===== src/rtl/instr_encoder_loader_if.sv =====
// Request stream plus instruction-memory write port of the encoder/loader.
// Latency: none, wiring only.
// Backpressure: in_ready throttles requests, mem_ready throttles writes.
interface instr_encoder_loader_if #(
  parameter int ADDR_W = 8
) ();
  // field-level instruction request stream
  logic              in_valid;
  logic              in_ready;
  logic [2:0]        in_op;
  logic [2:0]        in_dr;
  logic [2:0]        in_sr1;
  logic [2:0]        in_sr2;
  logic              in_imm_mode;
  logic [4:0]        in_imm5;
  logic [2:0]        in_nzp;
  logic [8:0]        in_off9;
  logic              in_last;
  // instruction-memory write port
  logic              mem_we;
  logic              mem_ready;
  logic [ADDR_W-1:0] mem_addr;
  logic [15:0]       mem_wdata;

  // loader side
  modport slave (
    input  in_valid, in_op, in_dr, in_sr1, in_sr2, in_imm_mode, in_imm5,
           in_nzp, in_off9, in_last, mem_ready,
    output in_ready, mem_we, mem_addr, mem_wdata
  );

  // request source / memory side
  modport master (
    output in_valid, in_op, in_dr, in_sr1, in_sr2, in_imm_mode, in_imm5,
           in_nzp, in_off9, in_last, mem_ready,
    input  in_ready, mem_we, mem_addr, mem_wdata
  );
endinterface


===== src/rtl/instr_encoder_loader.sv =====
// Encodes field-level instruction requests into 16-bit words and writes them to consecutive addresses.
// Latency: a word accepted in cycle t is presented on mem_we/mem_wdata from cycle t+1 (registered FIFO, no bypass).
// Backpressure: in_ready = !fifo_full while loading; mem_ready=0 holds mem_addr/mem_wdata stable.
module instr_encoder_loader #(
  parameter int ADDR_W     = 8,
  parameter int FIFO_DEPTH = 4
) (
  input  logic                  clk,
  input  logic                  rst,
  input  logic                  start,
  input  logic [ADDR_W-1:0]     base_addr,
  instr_encoder_loader_if.slave bus,
  output logic                  busy,
  output logic                  done,
  output logic                  err,
  output logic [ADDR_W-1:0]     count
);
  localparam int PTR_W = $clog2(FIFO_DEPTH);
  localparam int CNT_W = PTR_W + 1;

  typedef enum logic [1:0] {S_IDLE, S_RUN, S_FLUSH, S_DONE} state_e;

  state_e            state_q, state_d;
  logic [15:0]       fifo_q [FIFO_DEPTH];
  logic [PTR_W-1:0]  wr_ptr_q, rd_ptr_q;
  logic [CNT_W-1:0]  fcnt_q;
  logic [ADDR_W-1:0] addr_q, count_q;
  logic              err_q;

  logic        fifo_empty, fifo_full;
  logic        in_ready_c, busy_c, done_c;
  logic        accept, legal, push, pop;
  logic [15:0] word;

  // Field-to-word encoding; ops 6 and 7 produce no word and are filtered by 'legal'.
  function automatic logic [15:0] encode(
    input logic [2:0] op,
    input logic [2:0] dr,
    input logic [2:0] sr1,
    input logic [2:0] sr2,
    input logic       imm_mode,
    input logic [4:0] imm5,
    input logic [2:0] nzp,
    input logic [8:0] off9
  );
    logic [15:0] w;
    w = 16'h0000;
    case (op)
      3'd0:    w = {4'b0001, dr, sr1, imm_mode, imm_mode ? imm5 : {2'b00, sr2}};
      3'd1:    w = {4'b0101, dr, sr1, imm_mode, imm_mode ? imm5 : {2'b00, sr2}};
      3'd2:    w = {4'b1001, dr, sr1, 6'b111111};
      3'd3:    w = {4'b0000, nzp, off9};
      3'd4:    w = {4'b1100, 3'b000, sr1, 6'b000000};
      3'd5:    w = {4'b1110, dr, off9};
      default: w = 16'h0000;
    endcase
    return w;
  endfunction

  assign fifo_empty = (fcnt_q == '0);
  assign fifo_full  = (fcnt_q == CNT_W'(FIFO_DEPTH));
  assign legal      = (bus.in_op <= 3'd5);
  // Full alone gates input, so a pop in the same cycle does not reopen a full FIFO.
  assign accept     = (state_q == S_RUN) && bus.in_valid && !fifo_full;
  assign push       = accept && legal;
  assign pop        = !fifo_empty && bus.mem_ready;
  assign word       = encode(bus.in_op, bus.in_dr, bus.in_sr1, bus.in_sr2,
                             bus.in_imm_mode, bus.in_imm5, bus.in_nzp, bus.in_off9);

  // State register
  always_ff @(posedge clk) begin
    if (rst) state_q <= S_IDLE;
    else     state_q <= state_d;
  end

  // Next-state and handshake/status outputs
  always_comb begin
    state_d    = state_q;
    in_ready_c = 1'b0;
    busy_c     = 1'b1;
    done_c     = 1'b0;
    case (state_q)
      S_IDLE: begin
        busy_c = 1'b0;
        if (start) state_d = S_RUN;
      end
      S_RUN: begin
        in_ready_c = !fifo_full;
        if (bus.in_valid && !fifo_full && bus.in_last) state_d = S_FLUSH;
      end
      S_FLUSH: begin
        if (fifo_empty) state_d = S_DONE;
      end
      S_DONE: begin
        done_c  = 1'b1;
        state_d = S_IDLE;
      end
      default: state_d = S_IDLE;
    endcase
  end

  // FIFO pointers/occupancy, write address, word count and sticky error
  always_ff @(posedge clk) begin
    if (rst) begin
      wr_ptr_q <= '0;
      rd_ptr_q <= '0;
      fcnt_q   <= '0;
      addr_q   <= '0;
      count_q  <= '0;
      err_q    <= 1'b0;
    end else begin
      if (push) wr_ptr_q <= wr_ptr_q + PTR_W'(1);
      if (pop) begin
        rd_ptr_q <= rd_ptr_q + PTR_W'(1);
        addr_q   <= addr_q + ADDR_W'(1);
        count_q  <= count_q + ADDR_W'(1);
      end
      case ({push, pop})
        2'b10:   fcnt_q <= fcnt_q + CNT_W'(1);
        2'b01:   fcnt_q <= fcnt_q - CNT_W'(1);
        default: fcnt_q <= fcnt_q;
      endcase
      if (accept && !legal) err_q <= 1'b1;
      // FIFO is always empty in IDLE, so start never races a pop
      if ((state_q == S_IDLE) && start) begin
        addr_q  <= base_addr;
        count_q <= '0;
        err_q   <= 1'b0;
      end
    end
  end

  // Word storage; stale entries are harmless because reset clears the pointers
  always_ff @(posedge clk) begin
    if (push) fifo_q[wr_ptr_q] <= word;
  end

  assign bus.in_ready  = in_ready_c;
  assign bus.mem_we    = !fifo_empty;
  assign bus.mem_addr  = addr_q;
  assign bus.mem_wdata = fifo_empty ? 16'h0000 : fifo_q[rd_ptr_q];
  assign busy          = busy_c;
  assign done          = done_c;
  assign err           = err_q;
  assign count         = count_q;
endmodule


===== src/flat_wrapper.sv =====
// flat-port wrapper written by rule: the top's interface ports become plain ports
module instr_encoder_loader_flat 
#(
  parameter int ADDR_W     = 8,
  parameter int FIFO_DEPTH = 4
)
  (clk, rst, start, base_addr, busy, done, err, count, bus_in_valid, bus_in_op, bus_in_dr, bus_in_sr1, bus_in_sr2, bus_in_imm_mode, bus_in_imm5, bus_in_nzp, bus_in_off9, bus_in_last, bus_mem_ready, bus_in_ready, bus_mem_we, bus_mem_addr, bus_mem_wdata);
  instr_encoder_loader_if #(.ADDR_W(ADDR_W)) bus_i ();
  input  logic clk;
  input  logic rst;
  input  logic start;
  input  logic [ADDR_W-1:0] base_addr;
  output logic busy;
  output logic done;
  output logic err;
  output logic [ADDR_W-1:0] count;
  input wire logic [$bits(bus_i.in_valid)-1:0] bus_in_valid;
  input wire logic [$bits(bus_i.in_op)-1:0] bus_in_op;
  input wire logic [$bits(bus_i.in_dr)-1:0] bus_in_dr;
  input wire logic [$bits(bus_i.in_sr1)-1:0] bus_in_sr1;
  input wire logic [$bits(bus_i.in_sr2)-1:0] bus_in_sr2;
  input wire logic [$bits(bus_i.in_imm_mode)-1:0] bus_in_imm_mode;
  input wire logic [$bits(bus_i.in_imm5)-1:0] bus_in_imm5;
  input wire logic [$bits(bus_i.in_nzp)-1:0] bus_in_nzp;
  input wire logic [$bits(bus_i.in_off9)-1:0] bus_in_off9;
  input wire logic [$bits(bus_i.in_last)-1:0] bus_in_last;
  input wire logic [$bits(bus_i.mem_ready)-1:0] bus_mem_ready;
  output wire logic [$bits(bus_i.in_ready)-1:0] bus_in_ready;
  output wire logic [$bits(bus_i.mem_we)-1:0] bus_mem_we;
  output wire logic [$bits(bus_i.mem_addr)-1:0] bus_mem_addr;
  output wire logic [$bits(bus_i.mem_wdata)-1:0] bus_mem_wdata;
  assign bus_i.in_valid = bus_in_valid;
  assign bus_i.in_op = bus_in_op;
  assign bus_i.in_dr = bus_in_dr;
  assign bus_i.in_sr1 = bus_in_sr1;
  assign bus_i.in_sr2 = bus_in_sr2;
  assign bus_i.in_imm_mode = bus_in_imm_mode;
  assign bus_i.in_imm5 = bus_in_imm5;
  assign bus_i.in_nzp = bus_in_nzp;
  assign bus_i.in_off9 = bus_in_off9;
  assign bus_i.in_last = bus_in_last;
  assign bus_i.mem_ready = bus_mem_ready;
  assign bus_in_ready = bus_i.in_ready;
  assign bus_mem_we = bus_i.mem_we;
  assign bus_mem_addr = bus_i.mem_addr;
  assign bus_mem_wdata = bus_i.mem_wdata;
  instr_encoder_loader #(.ADDR_W(ADDR_W), .FIFO_DEPTH(FIFO_DEPTH)) u_core (.clk(clk), .rst(rst), .start(start), .base_addr(base_addr), .bus(bus_i), .busy(busy), .done(done), .err(err), .count(count));
endmodule

===== config.mk =====
export PLATFORM = sky130hd
export DESIGN_NAME = instr_encoder_loader_flat
export DESIGN_NICKNAME = d
export VERILOG_FILES = /design/src/rtl/instr_encoder_loader_if.sv /design/src/rtl/instr_encoder_loader.sv /design/src/flat_wrapper.sv
export SDC_FILE = /design/constraint.sdc
export NUM_CORES = 1
export LEC_CHECK = 0
export CELL_PAD_IN_SITES_DETAIL_PLACEMENT = 0
export CELL_PAD_IN_SITES_GLOBAL_PLACEMENT = 2
export CORE_ASPECT_RATIO = 0.9
export CORE_MARGIN = 3
export CORE_UTILIZATION = 37
export DETAILED_ROUTE_END_ITERATION = 8
export GPL_TIMING_DRIVEN = 0
export PLACE_DENSITY = 0.83
export SLEW_MARGIN = 40
export SYNTH_ARGS = -nofsm -noshare
export SYNTH_HDL_FRONTEND = slang
export SYNTH_SLANG_ARGS = --single-unit

===== constraint.sdc =====
create_clock -name clk -period 6.1 [get_ports clk]
set_input_delay 0.915 -clock clk [delete_from_list [all_inputs] [get_ports clk]]
set_output_delay 0.915 -clock clk [all_outputs]
set_load 0.03 [all_outputs]

==> metrics.txt, run 1 <==
Syn Area/Cell=12.9 µm²; Ports=81; largest net degree at the start of global routing=17; Routed WL=9.24 mm; vias in the first global route=2778; Vias=2773; cells on worst reg2reg path=10; Initial DRC Count=136; Worst setup SP type=register; DR WL/cell=16.2 µm; Nets=472; fin cells=572; quantity of I/O buffers inserted on ports=79; fill cell count=967; DRC viols=0; leak pwr=1.86 nW; WS Path Type=reg -> out; Synth Net Count=382; Hold WC Path Type=reg -> reg; Die X=118 µm; Critical R2R Launch=u_core.fcnt_q[2]$_SDFFE_PP0P_; CTS H-tree lvls=3; post-synthesis sequential area ratio=0.592; post-synthesis cell type count=46; maximum VDD drop=0.000134 V; height of the die=107 µm; layout cells sized above 1=0.112; Num CTS Buffers=9; Synth Warn #=0; vias per cell=4.85; Final HPWL DP=6.71 mm; R2R Path End=u_core.fcnt_q[2]$_SDFFE_PP0P_; GR Util All Layers=0.151; 1st-pass router iterations=4; Tcrit/Tclk final=0.599; skew final=0.00385 ns; initial core utilization=0.383; post-CTS setup buffer count=0; core area=0.0109 mm²; Post-synth EDFFs=64; run status=complete, no violations; Worst Hold End=u_core.err$_SDFFE_PP0P_; RSZ-0062 raised after global routing=no; placer congestion estimate=0.767; # hold bufs at CTS=0; Final min period=3.66 ns; Power per Cell Area=354 mW/mm²; Synth Instances=325; post-cts sizing count=0; register area=0.00248 mm²; die area=0.0127 mm²; Reg2Reg Setup Slack=3.46 ns; clock transition at the registers of the reported paths=0.06 ns; Fin. Hold Viols=0; Slew HR=0.522; required time of the critical path=5.18 ns; hold path depth=2; synthesized cell area=0.00419 mm²; number of max-cap violations=0; Sink Count=92; Slew Viols, Final=0; min-delay src=u_core.err$_SDFFE_PP0P_; Area Overhead vs Synth=30.8%; Diodes inserted=0; CP Capture Type=output pin; clk_lat worst skew=0.33 ns; first-pass GRT wire length=14.7 mm; clock tree buffer depth=2; largest fanout on the critical path=10; area of the multi-input gates=0.00157 mm²; Async S/R FF share, synth=0; Setup-failing EPs final=0; Root Driver=clkbuf_16; gr ovfl total=0; Detail Route Antenna Nets=0; top_reg_cell synth=edfxtp_1; Worst-Margin Slew=0.717 ns; initial antenna violation count=0; Final TNS setup=0 ns; Yosys reg bits=92; # placed instances=556; CTS tree=done; most frequent cells in the layout=79 x clkdlybuf4s50_1, 64 x edfxtp_1, 30 x nor2_1, 28 x dfxtp_1, 22 x nand2_1; commonest non-fill, non-tap cell in the layout=clkdlybuf4s50_1; arrival time worst endpoint=2.74 ns; f_max=0.274 GHz; FP Rows=36
-- where the power goes --
part / internal, mW / leakage [nW] / switching (mW)
logic: 0.267 / 0.898 / 0.344
registers: 0.721 / 0.811 / 0.0393
clock network: 0.357 / 0.149 / 0.215
total: 1.34 / 1.86 / 0.598
-- per-layer routing --
layer / GRT usage / wire (µm) / up-vias
met2: 0.241 / 4430 / 50
met5: 0 / 0 / -
met1: 0.205 / 4320 / 1348
met4: 0.0628 / 136 / 0
met3: 0.0274 / 350 / 9
li1: - / - / 1366
-- logic make-up (layout without fill, tap and decap cells) --
family	count (synthesis)	count (layout)	synth area share
simple gates	93	93	0.110
mux	22	22	0.102
xor+xnor	18	18	0.0376
compound gates	52	52	0.0847
fa+ha+maj	13	13	0.0406
buf+inv	35	130	0.0337
flops	92	92	0.592
-- worst max path at each step --
stage,startpoint,end,slack (ns),cells after the start
after global routing,register,bus_mem_wdata[12],2.30,5
after global placement,register,bus_mem_wdata[12],2.74,5
after CTS,register,bus_mem_wdata[12],2.34,5
after floorplan,bus_in_op[2],u_core.fcnt_q[2]$_SDFFE_PP0P_,3.33,10
after detailed placement,register,bus_mem_wdata[12],2.71,5
final,register,bus_mem_wdata[12],2.44,5
-- final cells by class --
type / instances / share of cell area
buffer: 16 / 0.0123
clock buffer: 11 / 0.0424
clock inverter: 5 / 0.0139
inverter: 19 / 0.0135
multi-input combinational: 198 / 0.286
sequential: 92 / 0.453
tap: 152 / 0.0347
timing repair buffer: 79 / 0.144
-- state kept, by name, summed over array words and instances, names as in the netlist, named ones only --
| signal | cells |
|---|---|
| u_core.state_q | 2 |
| u_core.bus.mem_addr | 8 |
| u_core.fcnt_q | 3 |
| u_core.fifo_q | 64 |
| u_core.count | 8 |
| u_core.rd_ptr_q | 2 |
| u_core.wr_ptr_q | 2 |
| u_core.err | 1 |
-- Yosys cell counts, types with 3 or more instances --
| cell | number | area (µm²) |
|---|---|---|
| and2_2 | 4 | 30.0 |
| a21o_1 | 3 | 22.5 |
| ha_1 | 12 | 150 |
| xnor2_1 | 10 | 87.6 |
| a211oi_1 | 6 | 45.0 |
| nand2_1 | 22 | 82.6 |
| o21ai_0 | 13 | 65.1 |
| xor2_1 | 8 | 70.1 |
| dfxtp_1 | 28 | 561 |
| edfxtp_1 | 64 | 1920 |
| o22ai_1 | 8 | 50.1 |
| mux2_2 | 5 | 56.3 |
| mux4_2 | 16 | 360 |
| a21oi_1 | 9 | 45.0 |
| nor3_1 | 3 | 15.0 |
| nand3_1 | 3 | 15.0 |
| inv_1 | 18 | 67.6 |
| buf_1 | 3 | 11.3 |
| nand4_1 | 4 | 25.0 |
| and2_1 | 16 | 100 |
| clkbuf_1 | 9 | 33.8 |
| nor2_1 | 30 | 113 |
| a22o_1 | 3 | 26.3 |
-- worst max-delay path: stages, from the launching register on --
cell and delay [ns]:
dfxtp_1 0.30, clkbuf_1 0.32, clkbuf_1 0.60, mux4_2 0.40, and2_1 0.19, clkdlybuf4s50_1 0.60
-- through the flow --
step                cell area [µm²]  utilization  setup slack, ns  power [mW]  hold slack [ns]
floorplan                      4190            -             3.33        1.16            0.485
global placement               5170        0.473             2.74        1.38            0.460
detailed placement             5170        0.473             2.71        1.39            0.464
CTS                            5480        0.501             2.34        1.97            0.483
global route                   5480        0.501             2.30        2.04            0.519
finish                         5480        0.501             2.44        1.94            0.475
Note: power is estimated with default switching activity, not from simulation.
==> run 2: changes to the inputs <==
--- a/config.mk
+++ b/config.mk
@@ -9,10 +9,10 @@
 export CELL_PAD_IN_SITES_GLOBAL_PLACEMENT = 2
 export CORE_ASPECT_RATIO = 0.9
 export CORE_MARGIN = 3
-export CORE_UTILIZATION = 37
+export CORE_UTILIZATION = 31
 export DETAILED_ROUTE_END_ITERATION = 8
 export GPL_TIMING_DRIVEN = 0
-export PLACE_DENSITY = 0.83
+export PLACE_DENSITY = 0.74
 export SLEW_MARGIN = 40
 export SYNTH_ARGS = -nofsm -noshare
 export SYNTH_HDL_FRONTEND = slang
==> constraint.sdc (replaced) <==
create_clock -name clk -period 3.2 [get_ports clk]
set_input_delay 0.48 -clock clk [delete_from_list [all_inputs] [get_ports clk]]
set_output_delay 0.48 -clock clk [all_outputs]
set_load 0.03 [all_outputs]
==> metrics.txt, run 2 (same netlist as run 1, synthesis figures left out) <==
run status=complete, no violations; commonest non-fill, non-tap cell in the layout=clkdlybuf4s50_1; met1 usage=0.186 (-0.0186); die area=0.0150 mm² (+18%); Worst setup SP type=register; layout cells sized above 1=0.124 (+0.0119); RSZ-0062 raised after global routing=no; DRC viols=0 (unchanged); Final TNS setup=0 ns (unchanged); post-route cell area=0.00554 mm² (+1.1%); worst hold slack=0.494 ns (+0.0191 ns); pre-CTS setup slack=0.211 ns (-2.50 ns); GR Util All Layers=0.138 (-0.0132); Nets=472 (unchanged); largest net degree at the start of global routing=17 (unchanged); Largest register FFs=64 (unchanged); met3 Track Usage GR=0.0370 (+0.00961); global routing's busiest layer=met2; maximum VDD drop=0.000290 V (+120%); Detail Route Antenna Nets=0 (unchanged); Initial DRC Count=125 (-8.1%); Reg2Reg Setup Slack=0.58 ns (-2.88 ns); CP Capture Type=output pin; Vias=2791 (+0.65%); Routed WL=9.84 mm (+6.5%); most frequent cells in the layout=79 x clkdlybuf4s50_1, 64 x edfxtp_1, 30 x nor2_1, 28 x dfxtp_1, 22 x nand2_1; placer congestion estimate=0.781 (+1.8%); met2 usage=0.211 (-0.0297); number of max-cap violations=0 (unchanged); DR WL/cell=16.9 µm (+4.3%); first-pass GRT wire length=15.5 mm (+5.3%); FP Rows=39 (+8.3%); Sink Count=92 (unchanged); Tcrit/Tclk final=0.958; Critical R2R Launch=u_core.fcnt_q[2]$_SDFFE_PP0P_; skew final=0.00677 ns (+0.00292 ns); largest fanout on the critical path=10 (unchanged); 1st-pass router iterations=4 (unchanged); register area=0.00248 mm² (unchanged); gr ovfl total=0 (unchanged); clock tree buffer depth=2 (unchanged); clock transition at the registers of the reported paths=0.06 ns (about the same); CTS H-tree lvls=3 (unchanged); core area=0.0130 mm² (+19%); Num CTS Buffers=9 (unchanged); initial antenna violation count=0 (unchanged); Die X=129 µm (+8.8%); post-CTS setup buffer count=0 (unchanged); R2R Path End=u_core.fcnt_q[2]$_SDFFE_PP0P_; vias in the first global route=2800 (+0.79%); Slew HR=0.474 (-0.0478); CTS tree=done; PnR worst setup slack=0.133 ns (-2.31 ns); Largest Register=u_core.fifo_q; Fin. Hold Viols=0 (unchanged); # hold bufs at CTS=0 (unchanged); cells on worst reg2reg path=10 (unchanged); quantity of I/O buffers inserted on ports=79 (unchanged); height of the die=116 µm (+8.7%); Area Overhead vs Synth=32.2%; min-delay src=u_core.count[1]$_SDFFE_PP0P_; Setup-failing EPs final=0 (unchanged); Slew Viols, Final=0 (unchanged); vias per cell=4.78 (-1.4%); Ports=81 (unchanged); Diodes inserted=0 (unchanged); post-cts sizing count=2 (+2); Hold WC Path Type=reg -> reg; initial core utilization=0.323 (-0.0601); Power per Cell Area=692 mW/mm² (+95%); Worst-Margin Slew=0.786 ns (+0.0688 ns); hold path depth=2 (unchanged); required time of the critical path=2.72 ns (-2.46 ns); f_max=0.326 GHz; area of the multi-input gates=0.00157 mm² (unchanged); Worst Hold End=u_core.count[1]$_SDFFE_PP0P_; fill cell count=1213 (+25%); WS Path Type=reg -> out; Final HPWL DP=7.06 mm (+5.2%); Final min period=3.07 ns; Post-Place Cell Area=0.00519 mm² (+0.29%); clk_lat worst skew=0.34 ns (about the same); arrival time worst endpoint=2.59 ns (-0.15 ns); leak pwr=1.88 nW (+1.1%); Root Driver=clkbuf_16
-- run 2: changes by cell type in the layout (fill, tap and decap cells not counted), sizes merged --
cell / delta
inv: +1
clkinv: -1
clkinvlp: +1
clkbuf: -2
bufinv: +1
-- run 2: power breakdown --
group	internal [mW]	switching (mW)	leakage (nW)
sequential	1.37	0.0747	0.811
combinational	0.510	0.658	0.901
clock	0.768	0.449	0.166
total	2.65	1.18	1.88
-- run 2: worst max-delay path, stage by stage, from the launching register on --
cell and delay [ns]:
dfxtp_1 0.46, or3_1 0.16, clkbuf_2 0.22, clkbuf_1 0.46, and2_1 0.26, clkdlybuf4s50_1 0.69
-- run 2: how the worst max path moves through the flow --
stage | from | to | slack (ns) | depth (start not counted)
3_3_place_gp | register | bus_mem_wdata[14] | 0.23 | 5
5_1_grt | u_core.fcnt_q[0]$_SDFFE_PP0P_ | bus_mem_wdata[14] | 0.002 | 5
3_5_place_dp | register | bus_mem_wdata[14] | 0.21 | 5
2_1_floorplan | u_core.fcnt_q[2]$_SDFFE_PP0P_ | u_core.fcnt_q[2]$_SDFFE_PP0P_ | 0.67 | 10
4_1_cts | u_core.fcnt_q[0]$_SDFFE_PP0P_ | bus_mem_wdata[14] | 0.05 | 5
6_report | u_core.fcnt_q[0]$_SDFFE_PP0P_ | bus_mem_wdata[14] | 0.13 | 5
-- run 2: per-stage QoR --
stage                     power (mW)  utilization  std cells
after global placement          2.65        0.400        568
final                           3.83        0.427        584
after floorplan                 2.20            -        325
after global routing            4.04        0.427        584
after CTS                       3.89        0.427        584
after detailed placement        2.66        0.400        568
-- run 2: routing by layer --
metal,routed length (µm),vias up
li1,-,1368
met5,0,-
met2,4650,44
met4,171,0
met1,4720,1369
met3,298,10
-- run 2: final cells by class --
type,instances,area share
clock inverter,7,0.0223
inverter,19,0.0133
multi-input combinational,198,0.283
sequential,92,0.448
buffer,16,0.0129
clock buffer,9,0.0406
timing repair buffer,79,0.143
tap,164,0.0370
